## src/rtl/inst_encoder.sv

```systemverilog
// inst_encoder: packs decoded RV32I field tuples back into 32-bit instruction
// words and buffers them in a small FIFO behind valid/ready handshakes.
//
// Ports:
//   i_clk, i_rst_n          clock (rising edge), async active-low reset
//   i_valid / o_ready       tuple input handshake (o_ready = FIFO not full)
//   i_format                one-hot {J,U,B,S,I,R}
//   i_opcode .. i_imm       decoded instruction fields
//   o_valid / i_ready       word output handshake (o_valid = FIFO not empty)
//   o_inst, o_err           head word and its illegal flag
//   o_count                 number of words popped, wraps modulo 2^CNT_W
//
// Optional feature macro: INST_ENC_RANGE_CHECK_EN
//   defined   - immediates that do not fit their field make the tuple illegal
//   undefined - upper immediate bits are truncated, B/J low bit dropped
//
// Illegal tuples are replaced by NOP (0x00000013) with o_err=1, still queued.

module inst_encoder #(
    parameter int unsigned DEPTH = 2,
    parameter int unsigned CNT_W = 16
) (
    input  logic             i_clk,
    input  logic             i_rst_n,
    input  logic             i_valid,
    output logic             o_ready,
    input  logic [5:0]       i_format,
    input  logic [6:0]       i_opcode,
    input  logic [2:0]       i_funct3,
    input  logic [6:0]       i_funct7,
    input  logic [4:0]       i_rd,
    input  logic [4:0]       i_rs1,
    input  logic [4:0]       i_rs2,
    input  logic [31:0]      i_imm,
    output logic             o_valid,
    input  logic             i_ready,
    output logic [31:0]      o_inst,
    output logic             o_err,
    output logic [CNT_W-1:0] o_count
);

    localparam int unsigned AW = $clog2(DEPTH);
    localparam int unsigned OW = $clog2(DEPTH + 1);

    localparam logic [5:0] FMT_R = 6'b000001;
    localparam logic [5:0] FMT_I = 6'b000010;
    localparam logic [5:0] FMT_S = 6'b000100;
    localparam logic [5:0] FMT_B = 6'b001000;
    localparam logic [5:0] FMT_U = 6'b010000;
    localparam logic [5:0] FMT_J = 6'b100000;

    localparam logic [6:0] OP_REG    = 7'b0110011;
    localparam logic [6:0] OP_IMM    = 7'b0010011;
    localparam logic [6:0] OP_LOAD   = 7'b0000011;
    localparam logic [6:0] OP_STORE  = 7'b0100011;
    localparam logic [6:0] OP_BRANCH = 7'b1100011;
    localparam logic [6:0] OP_LUI    = 7'b0110111;
    localparam logic [6:0] OP_AUIPC  = 7'b0010111;
    localparam logic [6:0] OP_JAL    = 7'b1101111;

    localparam logic [31:0] NOP_WORD = 32'h0000_0013;

    // ------------------------------------------------------------------
    // Encoder (combinational, feeds FIFO write data only)
    // ------------------------------------------------------------------
    logic        fmt_onehot_c;
    logic        op_ok_c;
    logic        range_ok_c;
    logic        is_shift_c;
    logic [31:0] word_c;
    logic        legal_c;
    logic [31:0] enc_inst_c;
    logic        enc_err_c;

`ifdef INST_ENC_RANGE_CHECK_EN
    logic imm_fits12_c;
    logic imm_fits13_c;
    logic imm_fits21_c;

    // Sign-extension checks: the bits above the field must all match.
    always_comb begin
        imm_fits12_c = (&i_imm[31:11]) | ~(|i_imm[31:11]);
        imm_fits13_c = (&i_imm[31:12]) | ~(|i_imm[31:12]);
        imm_fits21_c = (&i_imm[31:20]) | ~(|i_imm[31:20]);
    end
`endif

    // A format vector is one-hot when non-zero with a single bit set.
    always_comb begin
        fmt_onehot_c = (i_format != 6'd0) &&
                       ((i_format & (i_format - 6'd1)) == 6'd0);
        is_shift_c   = (i_opcode == OP_IMM) &&
                       ((i_funct3 == 3'b001) || (i_funct3 == 3'b101));
    end

    // Field packing and opcode/format consistency per format.
    always_comb begin
        word_c     = 32'd0;
        op_ok_c    = 1'b0;
        range_ok_c = 1'b1;
        case (i_format)
            FMT_R: begin
                word_c  = {i_funct7, i_rs2, i_rs1, i_funct3, i_rd, i_opcode};
                op_ok_c = (i_opcode == OP_REG);
            end
            FMT_I: begin
                if (is_shift_c) begin
                    word_c = {i_funct7, i_imm[4:0], i_rs1, i_funct3, i_rd, i_opcode};
                end else begin
                    word_c = {i_imm[11:0], i_rs1, i_funct3, i_rd, i_opcode};
                end
                op_ok_c = (i_opcode == OP_IMM) || (i_opcode == OP_LOAD);
`ifdef INST_ENC_RANGE_CHECK_EN
                range_ok_c = imm_fits12_c;
`endif
            end
            FMT_S: begin
                word_c  = {i_imm[11:5], i_rs2, i_rs1, i_funct3, i_imm[4:0], i_opcode};
                op_ok_c = (i_opcode == OP_STORE);
`ifdef INST_ENC_RANGE_CHECK_EN
                range_ok_c = imm_fits12_c;
`endif
            end
            FMT_B: begin
                word_c  = {i_imm[12], i_imm[10:5], i_rs2, i_rs1, i_funct3,
                           i_imm[4:1], i_imm[11], i_opcode};
                op_ok_c = (i_opcode == OP_BRANCH);
`ifdef INST_ENC_RANGE_CHECK_EN
                range_ok_c = imm_fits13_c && !i_imm[0];
`endif
            end
            FMT_U: begin
                word_c  = {i_imm[31:12], i_rd, i_opcode};
                op_ok_c = (i_opcode == OP_LUI) || (i_opcode == OP_AUIPC);
`ifdef INST_ENC_RANGE_CHECK_EN
                range_ok_c = (i_imm[11:0] == 12'd0);
`endif
            end
            FMT_J: begin
                word_c  = {i_imm[20], i_imm[10:1], i_imm[11], i_imm[19:12],
                           i_rd, i_opcode};
                op_ok_c = (i_opcode == OP_JAL);
`ifdef INST_ENC_RANGE_CHECK_EN
                range_ok_c = imm_fits21_c && !i_imm[0];
`endif
            end
            default: begin
                word_c  = 32'd0;
                op_ok_c = 1'b0;
            end
        endcase
    end

    // Illegal tuples collapse to a flagged NOP.
    always_comb begin
        legal_c    = fmt_onehot_c && op_ok_c && range_ok_c;
        enc_inst_c = legal_c ? word_c : NOP_WORD;
        enc_err_c  = !legal_c;
    end

    // ------------------------------------------------------------------
    // Output FIFO
    // ------------------------------------------------------------------
    logic [31:0]      mem_inst_q [DEPTH];
    logic             mem_err_q  [DEPTH];
    logic [AW-1:0]    wptr_q, wptr_d;
    logic [AW-1:0]    rptr_q, rptr_d;
    logic [OW-1:0]    occ_q, occ_d;
    logic             valid_q, valid_d;
    logic             ready_q, ready_d;
    logic [CNT_W-1:0] cnt_q, cnt_d;
    logic             push_c;
    logic             pop_c;

    // Handshakes use only registered status, so full blocks a push even
    // when a pop frees an entry in the same cycle.
    always_comb begin
        push_c = i_valid && ready_q;
        pop_c  = valid_q && i_ready;
    end

    // Pointer, occupancy and status next-state; DEPTH is a power of two so
    // pointers wrap naturally.
    always_comb begin
        wptr_d  = wptr_q;
        rptr_d  = rptr_q;
        cnt_d   = cnt_q;
        occ_d   = occ_q + OW'(push_c) - OW'(pop_c);
        if (push_c) begin
            wptr_d = wptr_q + AW'(1);
        end
        if (pop_c) begin
            rptr_d = rptr_q + AW'(1);
            cnt_d  = cnt_q + CNT_W'(1);
        end
        valid_d = (occ_d != OW'(0));
        ready_d = (occ_d != OW'(DEPTH));
    end

    // Control state; ready stays low during reset and rises on the first edge.
    always_ff @(posedge i_clk or negedge i_rst_n) begin
        if (!i_rst_n) begin
            wptr_q  <= '0;
            rptr_q  <= '0;
            occ_q   <= '0;
            valid_q <= 1'b0;
            ready_q <= 1'b0;
            cnt_q   <= '0;
        end else begin
            wptr_q  <= wptr_d;
            rptr_q  <= rptr_d;
            occ_q   <= occ_d;
            valid_q <= valid_d;
            ready_q <= ready_d;
            cnt_q   <= cnt_d;
        end
    end

    // Storage; cleared on reset so the head reads zero afterwards.
    always_ff @(posedge i_clk or negedge i_rst_n) begin
        if (!i_rst_n) begin
            for (int i = 0; i < int'(DEPTH); i++) begin
                mem_inst_q[i] <= 32'd0;
                mem_err_q[i]  <= 1'b0;
            end
        end else if (push_c) begin
            mem_inst_q[wptr_q] <= enc_inst_c;
            mem_err_q[wptr_q]  <= enc_err_c;
        end
    end

    always_comb begin
        o_valid = valid_q;
        o_ready = ready_q;
        o_inst  = mem_inst_q[rptr_q];
        o_err   = mem_err_q[rptr_q];
        o_count = cnt_q;
    end

endmodule
```

## config.mk

```make
export PLATFORM = sky130hd
export DESIGN_NAME = inst_encoder
export DESIGN_NICKNAME = d
export VERILOG_FILES = /design/src/rtl/inst_encoder.sv
export SDC_FILE = /design/constraint.sdc
export NUM_CORES = 1
export LEC_CHECK = 0
export ABC_AREA = 1
export CAP_MARGIN = 40
export CELL_PAD_IN_SITES_DETAIL_PLACEMENT = 2
export CELL_PAD_IN_SITES_GLOBAL_PLACEMENT = 2
export CORE_ASPECT_RATIO = 0.8
export CORE_UTILIZATION = 24
export DETAILED_ROUTE_END_ITERATION = 8
export PLACE_DENSITY = 0.77
export SYNTH_ARGS = -nofsm -noshare
export SYNTH_HDL_FRONTEND = slang
export SYNTH_SLANG_ARGS = --single-unit
```

## constraint.sdc

```tcl
create_clock -name i_clk -period 1.8 [get_ports i_clk]
set_clock_uncertainty 0.2 [all_clocks]
set_input_delay 0.27 -clock i_clk [delete_from_list [all_inputs] [get_ports i_clk]]
set_output_delay 0.27 -clock i_clk [all_outputs]
set_load 0.005 [all_outputs]
```

==> run_results.csv <==
group,metric,value,unit
pwr,net_switching_power,3242,uW
setup_path,required,1890,ps
synthesis,synthesis.yosys.warnings,0,
setup_path,crit_slowest_cell,"nor3b_2",
floorplanning,start_util,24.47,%
detailed_routing,drt-vias-per-instance,4.922,
setup_path,critical-path-top-cell-by-count,"nand2_1",
sta,timing.final.ws_setup,-458.2,ps
synthesis,synthDistinctLibCells,28,
clocking,clock_tree_from_tritoncts,"done",
synthesis,synth_area_per_cell,7.156,um2
synthesis,synth.ff_latch_count,88,
detailed_routing,firstDrtPassIters,7,
clocking,cts_buffers,9,
sta,final_min_period_over_clock_period,125.5,%
synthesis,synth_nets,756,
outcome,violations,"setup timing",
clocking,worst_skew_pair.late_latency,360,ps
placed_design,globalplace.congestion,0.7541,
sta,setup_viol_count_final,101,
sta,max_freq,442.8,MHz
setup_path,reg2reg_setup_slack,-120,ps
synthesis,post_synthesis_cell_count,677,
detailed_routing,drcViolationCount,0,
placed_design,final_hpwl_dp,14020,um
setup_path,worstPathBufferInverterCount,5,
pwr,p_int,5572,uW
sta,grt_setup_unrepaired,"true",
sta,min_period,2258,ps
cells_and_area,final_cell_mix,"209 x nand2_1, 87 x buf_4, 82 x dfrtp_1",
pwr,switching_share_of_power,36.78,%
setup_path,worstPathMaxFanout,6,
sta,maxSlewHeadroom,65.19,%
detailed_routing,detail-route-antenna-nets,0,
setup_path,cp_slowest_stage_delay,210,ps
grt,global_route.overflow_total,0,
setup_path,cp_top_family,"simple AND/OR/NAND/NOR gates",
detailed_routing,drt_wl_total,27550,um
flow_run,max-cap-violations,0,
setup_path,path_cells,"buf_4 > nor2_4 > nand3_4 > clkinv_4 > ha_4 > nor2_2 > nor3b_2 > nand2_1 > nor2_1 > nand2_1 > nand2_4 > buf_12 > buf_8 > buf_16 > nand3_2 > nand2_1",
sta,maxSlewViolCount,0,
pwr,p_total,8814,uW
cells_and_area,finish.net_count,998,
synthesis,synth_seq_area_share,45.45,%
pwr,p_clk_share,25.6,%
clocking,ctsLongestPathBuffers,2,
outcome,run_status,"finished with violations",
cells_and_area,areaGrowthSynthToFinish,86.03,%
cells_and_area,filler_cell_count,2116,
placed_design,io_buffer_count,124,
pwr,comb_power_share,47.2,%
clocking,clk_root_buffer_cell,"clkbuf_16",
floorplanning,die_h,129.1,um
cells_and_area,layout.cells.most_common,"nand2_1",
setup_path,arrival,2350,ps
clocking,clock_sink_count,88,
clocking,cts_htree_levels,3,
pwr,seq_power_share,27.2,%
grt,first_global_vias,6308,
setup_path,timing.critical_path.from_type,"input pin",
floorplanning,row_count,46,
floorplanning,floorplan.core_area,19800,um2
setup_path,worstSetupPathType,"in2reg",
floorplanning,pin_count,125,
clocking,path_clk_slew,70,ps
floorplanning,fp.dieW,160.8,um
pwr,power_density,978.0,nW/um2
sta,fin_tns_setup,-29010,ps
grt,grt_first_pass_wirelength,36060,um
sta,final_hold_viol_count,0,
sta,worst-slew-pin-transition,519.9,ps
synthesis,post_syn_area,4845,um2
detailed_routing,drt-initial-drc-count,260,
cells_and_area,drive_gt1_share,40.80,%
detailed_routing,dr_total_vias,5847,
grt,largest_net_degree_at_the_start_of_global_routing,89,
detailed_routing,routed_length_per_instance,23.19,um
grt,grt_antenna_before_repair,0,
pwr,ir_worst_vdd,0.5263,mV
pwr,leakagePower,0.004430,uW
worst_hold_path,timing.hold.worst.class,"in2reg",
floorplanning,design.die.area,20760,um2
cells_and_area,n_antenna_cell,0,
grt,grt.total_usage,22.94,%
setup_path,worstSetupEndpointType,"flip-flop",
[cell usage after synthesis]
| library cell | instances | share of area, % |
|---|---|---|
| nor2_2 | 2 | 0.26 |
| xnor2_1 | 9 | 1.6 |
| o211ai_1 | 1 | 0.16 |
| clkinv_1 | 1 | 0.077 |
| ha_1 | 5 | 1.3 |
| nor3b_1 | 2 | 0.31 |
| clkbuf_1 | 20 | 1.5 |
| nand2_2 | 1 | 0.13 |
| a21boi_0 | 1 | 0.16 |
| nand2_1 | 270 | 21 |
| a21oi_1 | 9 | 0.93 |
| a22oi_1 | 3 | 0.46 |
| nor2_1 | 33 | 2.6 |
| dfrtp_1 | 88 | 45 |
| nand3b_1 | 1 | 0.16 |
| inv_2 | 1 | 0.077 |
| or2_2 | 5 | 0.65 |
| o21ai_1 | 1 | 0.10 |
| buf_2 | 4 | 0.41 |
| o21ai_0 | 56 | 5.8 |
| nor3_1 | 4 | 0.41 |
| nand4_1 | 7 | 0.90 |
| xor2_1 | 9 | 1.6 |
| nand3_1 | 81 | 8.4 |
| nand3_2 | 1 | 0.21 |
| inv_1 | 57 | 4.4 |
| buf_6 | 4 | 0.93 |
| buf_1 | 1 | 0.077 |
[kinds of logic after synthesis]
| family | Yosys count | synth area share, % |
|---|---|---|
| and+or+nand+nor | 407 | 34.87 |
| buffers and inverters | 88 | 7.541 |
| DFF | 88 | 45.45 |
| AOI/OAI and AO/OA | 71 | 7.593 |
| xor gates and xnor gates | 18 | 3.254 |
| adders and majority gates | 5 | 1.291 |
[power by group through the flow]
stage	Combinational, uW	Clock (uW)	Sequential (uW)
global placement	2340	0	2370
finish	4160	2260	2400
global route	4380	2350	2410
detailed placement	2380	0	2380
CTS	3230	2260	2370
floorplan	957	0	2340
[registers in the layout (all words and copies together) (netlist names)]
signal	count
mem_err_q	2
mem_inst_q	64
o_count	16
o_ready	1
o_valid	1
occ_q	2
rptr_q	1
wptr_q	1
[per-stage QoR]
stage,area (um2),hold slack (ps),utilization (%),std cells,worst slack (ps)
final,9012,231.8,45.52,1188,-458.2
after global routing,9012,242.7,45.52,1188,-557.7
after CTS,8367,262.7,42.26,1171,-233.5
after detailed placement,7093,160.5,35.83,1108,-946.0
after global placement,7093,157.7,35.83,1108,-862.7
after floorplan,5009,-225.6,-,677,-240.7
[cell type report]
| class | instances | area [um2] | area share (%) |
|---|---|---|---|
| Clock inverter | 7 | 117.6 | 1.305 |
| Inverter | 59 | 239.0 | 2.652 |
| Clock buffer | 9 | 225.2 | 2.499 |
| Sequential cell | 88 | 2210 | 24.52 |
| Timing Repair Buffer | 260 | 2625 | 29.13 |
| Multi-Input combinational cell | 501 | 3266 | 36.23 |
| Tap cell | 264 | 330.3 | 3.665 |
[worst paths after layout]
| kind | cells after the start | endpoint | start |
|---|---|---|---|
| worst max-delay path | 16 | mem_inst_q[38]$_DFFE_PN0P_ | i_format[3] |
| worst max register to register | 9 | o_ready$_DFF_PN0_ | o_valid$_DFF_PN0_ |
| min in group asynchronous | 3 | o_count[11]$_DFFE_PN0P_ | i_rst_n |
| max in group asynchronous | 3 | mem_inst_q[21]$_DFFE_PN0P_ | i_rst_n |
| worst min register to register | 2 | mem_inst_q[29]$_DFFE_PN0P_ | mem_inst_q[29]$_DFFE_PN0P_ |
| worst min-delay path | 4 | o_count[15]$_DFFE_PN0P_ | i_ready |
[layer usage]
layer  share of wire, %  GRT usage [%]
met2                 52          41.71
met4                2.7          4.994
met3                3.7          5.058
met1                 41          27.80
met5                  0              0
[timing repair]
action	4_1_cts	5_1_grt
pin swaps	66	53
hold buffers	1	0
endpoints found under the setup margin	108	114
buffers inserted	40	24
gates cloned	8	0
endpoints found under the hold margin	88	0
resized for setup	333	141
[worst register-to-register path, stage by stage (launching register included)]
cell,delay (ps)
dfrtp_1,410
nand2_4,120
inv_4,50
ha_4,270
inv_4,40
ha_4,170
xnor2_4,130
xnor2_2,230
buf_4,150
nand2_2,40
(Power assumes the default switching activity.)
